[src/rtl/updown_sweep_controller.sv]
// Ping-pong sweep sequencer for an external up/down counter: load a start value,
// bounce between the high and low limits for a programmed number of round trips.
module updown_sweep_controller #(
  parameter int WIDTH = 4,
  parameter int CYC_W = 4
) (
  input  logic             clk,
  input  logic             Reset,
  input  logic             Start,
  input  logic             Stop,
  input  logic             Pause,
  input  logic [WIDTH-1:0] Start_val,
  input  logic [WIDTH-1:0] Lo_lim,
  input  logic [WIDTH-1:0] Hi_lim,
  input  logic [CYC_W-1:0] Cycles,
  input  logic [WIDTH-1:0] Count_out,
  output logic             Load,
  output logic             Count_en,
  output logic             Up,
  output logic [WIDTH-1:0] Count_in,
  output logic             Busy,
  output logic             Done,
  output logic             Err
);

  // state   | meaning
  // IDLE    | waiting for Start; config checked on Start
  // LOAD    | one-cycle parallel load of the latched start value
  // UP      | counting up toward hi; one dwell cycle at hi
  // DOWN    | counting down toward lo; round trip ends at lo
  // DONE    | one-cycle completion pulse
  localparam logic [2:0] ST_IDLE = 3'd0;
  localparam logic [2:0] ST_LOAD = 3'd1;
  localparam logic [2:0] ST_UP   = 3'd2;
  localparam logic [2:0] ST_DOWN = 3'd3;
  localparam logic [2:0] ST_DONE = 3'd4;

  localparam logic [CYC_W-1:0] ROUND_ONE = CYC_W'(1);

  logic [2:0]       state;
  logic [2:0]       state_nxt;
  logic [WIDTH-1:0] start_q;
  logic [WIDTH-1:0] lo_q;
  logic [WIDTH-1:0] hi_q;
  logic [CYC_W-1:0] cycles_q;
  logic [CYC_W-1:0] round_q;
  logic [CYC_W-1:0] round_inc;
  logic             cfg_ok;
  logic             accept;
  logic             at_hi;
  logic             at_lo;
  logic             run;
  logic             last_round;

  assign cfg_ok = (Lo_lim < Hi_lim) && (Start_val >= Lo_lim) &&
                  (Start_val <= Hi_lim) && (Cycles != '0);
  assign accept = (state == ST_IDLE) && Start && cfg_ok;

  assign at_hi      = (Count_out == hi_q);
  assign at_lo      = (Count_out == lo_q);
  assign run        = !Stop && !Pause;
  assign round_inc  = round_q + ROUND_ONE;
  assign last_round = (round_inc == cycles_q);

  // Stop outranks Pause and the limit compares in every active state.
  always_comb begin
    state_nxt = state;
    case (state)
      ST_IDLE: begin
        if (accept) state_nxt = ST_LOAD;
      end
      ST_LOAD: begin
        if (Stop)       state_nxt = ST_IDLE;
        else if (!Pause) state_nxt = ST_UP;
      end
      ST_UP: begin
        if (Stop)               state_nxt = ST_IDLE;
        else if (run && at_hi)  state_nxt = ST_DOWN;
      end
      ST_DOWN: begin
        if (Stop)               state_nxt = ST_IDLE;
        else if (run && at_lo)  state_nxt = last_round ? ST_DONE : ST_UP;
      end
      ST_DONE: state_nxt = ST_IDLE;
      default: state_nxt = ST_IDLE;
    endcase
  end

  always_ff @(posedge clk) begin
    if (Reset) begin
      state    <= ST_IDLE;
      start_q  <= '0;
      lo_q     <= '0;
      hi_q     <= '0;
      cycles_q <= '0;
      round_q  <= '0;
      Err      <= 1'b0;
    end else begin
      state <= state_nxt;
      Err   <= (state == ST_IDLE) && Start && !cfg_ok;
      if (accept) begin
        start_q  <= Start_val;
        lo_q     <= Lo_lim;
        hi_q     <= Hi_lim;
        cycles_q <= Cycles;
        round_q  <= '0;
      end else if ((state == ST_DOWN) && run && at_lo) begin
        round_q <= round_inc;
      end
    end
  end

  // Enable drops on the limit cycle itself, which is what gives the one-cycle dwell.
  assign Load     = (state == ST_LOAD) && !Stop;
  assign Count_en = ((state == ST_UP)   && run && !at_hi) ||
                    ((state == ST_DOWN) && run && !at_lo);
  assign Up       = (state != ST_DOWN);
  assign Count_in = start_q;
  assign Busy     = (state == ST_LOAD) || (state == ST_UP) || (state == ST_DOWN);
  assign Done     = (state == ST_DONE);

endmodule

[config.mk]
export PLATFORM = sky130hd
export DESIGN_NAME = updown_sweep_controller
export DESIGN_NICKNAME = d
export VERILOG_FILES = /design/src/rtl/updown_sweep_controller.sv
export SDC_FILE = /design/constraint.sdc
export NUM_CORES = 1
export LEC_CHECK = 0
export ABC_CLOCK_PERIOD_IN_PS = 2650
export CAP_MARGIN = 15
export CORE_AREA = 2 2 64 72
export CTS_BUF_LIST = sky130_fd_sc_hd__clkbuf_8
export DETAILED_ROUTE_END_ITERATION = 12
export DIE_AREA = 0 0 66 74
export PLACE_DENSITY = 0.71
export SETUP_SLACK_MARGIN = 0.4
export SYNTH_ARGS = -nofsm -noshare
export SYNTH_HDL_FRONTEND = slang
export SYNTH_SLANG_ARGS = --single-unit
[constraint.sdc]
create_clock -name clk -period 2.65 [get_ports clk]
set_input_delay 0.6625 -clock clk [delete_from_list [all_inputs] [get_ports clk]]
set_output_delay 0.6625 -clock clk [all_outputs]
set_load 0.05 [all_outputs]
Word-level counts from Yosys, hierarchy flattened
Index checks and enable logic that the tools add are counted.
{"block": "classes", "addsub": 1, "order_cmp": 3, "eq_ne": 12, "mux": 9, "reduce_logical": 27}
{"op": "3-bit 2-to-1 mux", "count": 8}
{"op": "1-bit logical AND", "count": 15}
{"op": "4-bit equality test", "count": 3}
{"op": "3-bit case mux with 4 select lines", "count": 1}
{"op": "3-bit != test (second input constant)", "count": 3}
{"op": "3-bit by 2-bit equality test with 1-bit output (second input constant)", "count": 2}
{"op": "1-bit logical NOT", "count": 5}
{"op": "4-bit by 1-bit adder with 4-bit output (second input constant)", "count": 1}
{"op": "4-bit >= comparator", "count": 1}
{"op": "4-bit <= comparator", "count": 1}
{"op": "4-bit < comparator", "count": 1}
{"op": "4-bit AND reduction", "count": 1}
{"op": "4-bit nonzero test", "count": 1}
{"op": "3-bit by 1-bit equality test with 1-bit output (second input constant)", "count": 1}
{"op": "3-bit equality test (second input constant)", "count": 1}
{"op": "3-bit logical NOT", "count": 1}
{"op": "1-bit logical OR", "count": 3}
{"op": "3-bit by 2-bit != test with 1-bit output (second input constant)", "count": 1}
{"op": "2-bit != test (second input constant)", "count": 1}
{"op": "2-bit OR reduction", "count": 1}
{"block": "word_totals", "regBits": 24, "inputBits": 25, "elab_cells": 59}

Depth between registers and ports, before layout
Gate-level depths: netlist of run 1.
{"block": "depth", "depth_word": 7, "ltp_mapped": 9, "ltp_nobuf": 7}

Least setup slack after synthesis of run 1
No wires, ideal clock.
{"block": "synth_timing", "path_type": "flip-flop to output port", "startpoint": "register state[0]", "endpoint": "output port Load", "t_arrival_ns": 2.182, "slack_ns": -0.195, "path_stages_with_launch": 4, "n_path_buf": 1, "path_cell_list": "dfxtp_1 > clkbuf_1 > inv_1 > nor4_1"}
{"block": "synth_between", "elab_chain_cells": 2}
{"item": "start: declaration", "line": "40", "text": "logic [2:0] state;"}
{"item": "start signal: assignment", "line": "99", "text": "state <= state_nxt;"}
{"item": "3-bit by 1-bit equality test with 1-bit output", "line": "114", "text": "assign Load = (state == ST_LOAD) && !Stop;"}
{"item": "1-bit logical AND", "line": "114"}
{"item": "end: declaration", "line": "17", "text": "output logic Load,"}
No other way between the ends.

Worst setup path after layout of run 1
{"block": "layout_timing", "startpoint": "input port Lo_lim[2]", "endpoint": "register round_q[2]"}
{"block": "layout_between", "elab_chain_cells": 6, "elab_cells_between_ends": 7, "classes_between": "order compare (2); reduce/logical (5)"}
{"item": "start: declaration", "line": "13", "text": "input logic [WIDTH-1:0] Lo_lim,"}
{"item": "4-bit < comparator or 4-bit >= comparator (tied branches)", "line": "55", "text": "assign cfg_ok = (Lo_lim < Hi_lim) && (Start_val >= Lo_lim) &&"}
{"item": "1-bit logical AND * (2 in a row)", "line": "55"}
{"item": "1-bit logical AND *", "line": "56", "text": "(Start_val <= Hi_lim) && (Cycles != '0);"}
{"item": "1-bit logical AND *", "line": "57", "text": "assign accept = (state == ST_IDLE) && Start && cfg_ok;"}
{"item": "2-bit OR reduction (no line) *"}
{"item": "end signal: assignment", "line": "108", "text": "round_q <= round_inc;"}
{"item": "end: declaration", "line": "46", "text": "logic [CYC_W-1:0] round_q;"}
Every way passes the cells marked *; elsewhere a longest branch is shown, timed or not.
A chain may end at the register's enable or synchronous reset.

==> results.cfg, run 1 <==
[outcome]
status = finished, final reports clean

[placement]
dp.final_hpwl_um = 2950
port_buffers = 34
finalWeightedCongestion = 0.796
placedInstanceArea_um2 = 2260

[floorplan]
rows = 25
dieArea_um2 = 4880
start_util_pct = 38.2
ios = 35
die_y_um = 74
fp.dieW_um = 66
core_um2 = 4190

[yosys]
synth.ff_latch_count = 24
synthMuxAreaShare_pct = 6.25
synth_top_family_by_area = simple AND/OR/NAND/NOR gates
synth_area_per_cell_um2 = 8.94
syn_area_um2 = 1600
synthArstFlopShare_pct = 0
yosys_warnings = 0
syn_nets = 216
synth_cell_type_count = 37
synth_compound_area_share_pct = 13.1
ys_seq_area_share_pct = 30.0
synth_xor_xnor_area_share_pct = 9.30
synth_cells = 179
synth_ff_type = dfxtp_1
synth_simple_gate_area_share_pct = 25.5
synthAdderAreaFrac_pct = 9.38
synth_edf_count = 0

[worst_setup_path]
worstSetupStartpointType = input pin
cp_slowest_cell = or4_1
crit_path_max_fanout = 6
critical_path_class = in -> reg
cpPeakStageDelay_ps = 500
crit_chain = buf_12 > inv_12 > ha_4 > nor3_2 > or4_1 > a2111o_1 > nor2_8 > clkbuf_16 > buf_6 > nor3_4
crit_path_end_kind = flop
arrival_ps = 2500
crit_buf_inv = 4
crit_family = simple AND/OR/NAND/NOR gates
cp.required_ps = 2800

[hold_path]
hold_path_class = reg -> reg

[timing]
final.period_utilization_pct = 88.6
max_freq_ghz = 0.426
min_period_ps = 2350
hold_viol_final = 0
fin_skew_ps = 6.69
final_max_slew_viol_count = 0
max_slew_margin_pct = 64.0
max_slew.worst_pin.slew_ps = 534
setup_violations = 0
rsz0062_at_grt = yes

[drt]
drt_first_pass_iters = 4
vias = 1586
avgViaCountPerCell = 5.17
wl_per_cell_um = 14.6
route.detailed.drc = 0
ant_nets = 0
drt_iter0_drc = 72
wirelength_um = 4470

[power]
leakagePower_nw = 1.14
p_per_area_nw_per_um2 = 377
vdd_drop_max_uv = 183

[cts]
cts-hold-fix-buffers = 0
cts_max_level = 1
clkTransAtPathRegs_ps = 90
cts_max_path_buffers = 2
clock_sinks = 24
cts_root_buf = clkbuf_8
clkLatencyLatePin_ps = 270
cts_tree = done
numCtsBuffers = 3

[finish]
drive_gt1_share_pct = 43.5
area_delta_synth_final_pct = 69.4
diodes = 0
design_area_um2 = 2710
nNetsFinal = 291
seqCellArea_um2 = 483
multi_input_area_um2 = 1320
final_util_pct = 64.7
n_fill_cell = 354

[global_routing]
grt_use_total_pct = 19.7
grt_pass1_vias = 1635
grt_overflow = 0
grt_max_degree = 38
antenna_found_initial = 0
grt_first_pass_wirelength_um = 7360

[job]
drv_cap = 0
==> sequential cells by signal (all words and copies together), names as in the netlist <==
name,count
Err,1
lo_q,4
round_q,4
Count_in,4
state,3
cycles_q,4
hi_q,4
==> cell usage in the layout, fill, tap and decap left out, types with 3 or more instances in the layout <==
cell             count
buf_12               3
buf_2                3
buf_4               42
buf_6                7
clkbuf_2             3
clkbuf_8             3
clkdlybuf4s50_1      8
dfxtp_1             22
dlygate4sd2_1       10
dlymetal6s2s_1       3
ha_1                 4
ha_4                 8
inv_2                4
mux2i_1              8
nand2_1              5
nand2b_1            18
nand3_1              4
nand4_1              3
nor2_1               5
nor2b_1              8
nor3_2               4
o21ai_1              6
o41ai_2              6
xnor2_1              6
xor2_1               8
==> path summary, 6_finish.rpt <==
check	start	endpoint	slack (ps)	cells after the start
hold reg to reg	Count_in[2]	Count_in[2]	480	2
hold / removal	Count_in[2]	Count_in[2]	480	2
setup / recovery	Lo_lim[2]	round_q[2]	300	10
setup reg to reg	lo_q[1]	state[0]	590	11
==> timing repair <==
item	in CTS	in global routing
gates cloned	2	0
setup endpoints to repair	28	27
resized for setup	77	30
pin swaps	16	10
buffers inserted	15	1
==> cells in the mapped netlist (2+ instances only) <==
| master | count | area (um^2) |
|---|---|---|
| mux2i_1 | 10 | 100 |
| and3_1 | 2 | 12.5 |
| xor2_1 | 10 | 87.6 |
| nor3_1 | 7 | 35.0 |
| o21ai_0 | 8 | 40.0 |
| ha_1 | 12 | 150 |
| o41ai_1 | 7 | 61.3 |
| nand3_1 | 5 | 25.0 |
| dfxtp_1 | 24 | 480 |
| a21oi_1 | 2 | 10.0 |
| nand2b_1 | 19 | 119 |
| a211oi_1 | 2 | 15.0 |
| nand2_1 | 5 | 18.8 |
| xnor2_1 | 7 | 61.3 |
| nor3b_1 | 3 | 22.5 |
| buf_6 | 2 | 22.5 |
| nor2b_1 | 8 | 50.1 |
| o21a_1 | 2 | 15.0 |
| inv_1 | 8 | 30.0 |
| nand4_1 | 3 | 18.8 |
| nor4_1 | 4 | 25.0 |
| nor2_1 | 7 | 26.3 |
| clkbuf_1 | 8 | 30.0 |
==> per-stage QoR <==
step	power, W	worst slack [ps]	instances	TNS, ps	hold WS [ps]
after floorplan	0.000528	283	179	0	460
after global placement	0.000635	-476	285	-9500	464
after detailed placement	0.000641	-574	285	-10720	474
after CTS	0.00100	146	306	0	486
after global routing	0.00107	202	307	0	518
final	0.00102	302	307	0	484
==> report_power, final <==
group          internal (W)  switching, W
Combinational      0.000161      0.000156
Clock              0.000202      0.000119
Sequential         0.000373     0.0000108
Total              0.000736      0.000286
==> worst reg2reg max path, cell delays in order (launching register included) <==
cell      delay, ps
dfxtp_1         370
xor2_4          200
nor4_4          310
buf_4           150
buf_4            90
buf_4            90
buf_4            90
buf_4            90
buf_4           110
nor2b_1          40
o311ai_1        340
a221oi_2         60
==> cell families after synthesis <==
| family | Yosys count |
|---|---|
| flip-flops | 24 |
| XOR/XNOR | 17 |
| multiplexers | 10 |
| AO/OA/AOI/OAI | 28 |
| AND/OR/NAND/NOR | 69 |
| adder cells (fa/ha/maj) | 12 |
| buffers and inverters | 19 |
==> layout make-up <==
| cell class | count | share of cell area [%] |
|---|---|---|
| Timing Repair Buffer | 81 | 26.7 |
| Sequential cell | 24 | 17.8 |
| Clock buffer | 3 | 1.52 |
| Inverter | 8 | 1.66 |
| Tap cell | 54 | 2.49 |
| Clock inverter | 1 | 1.11 |
| Multi-Input combinational cell | 136 | 48.7 |
==> metal layers <==
layer	global-route usage [%]	routed length [um]	up-vias
met2	37.0	2390	38
met1	22.4	1810	744
li1	-	-	791
met5	0	0	-
met3	1.66	145	13
met4	9.30	126	0
(Power assumes the default switching activity.)
==> run 2, diff against run 1 <==
CAP_MARGIN = unset   (was 15)
==> results of run 2 <==
No change in the layout: final DEF, timing and power equal those of run 1.
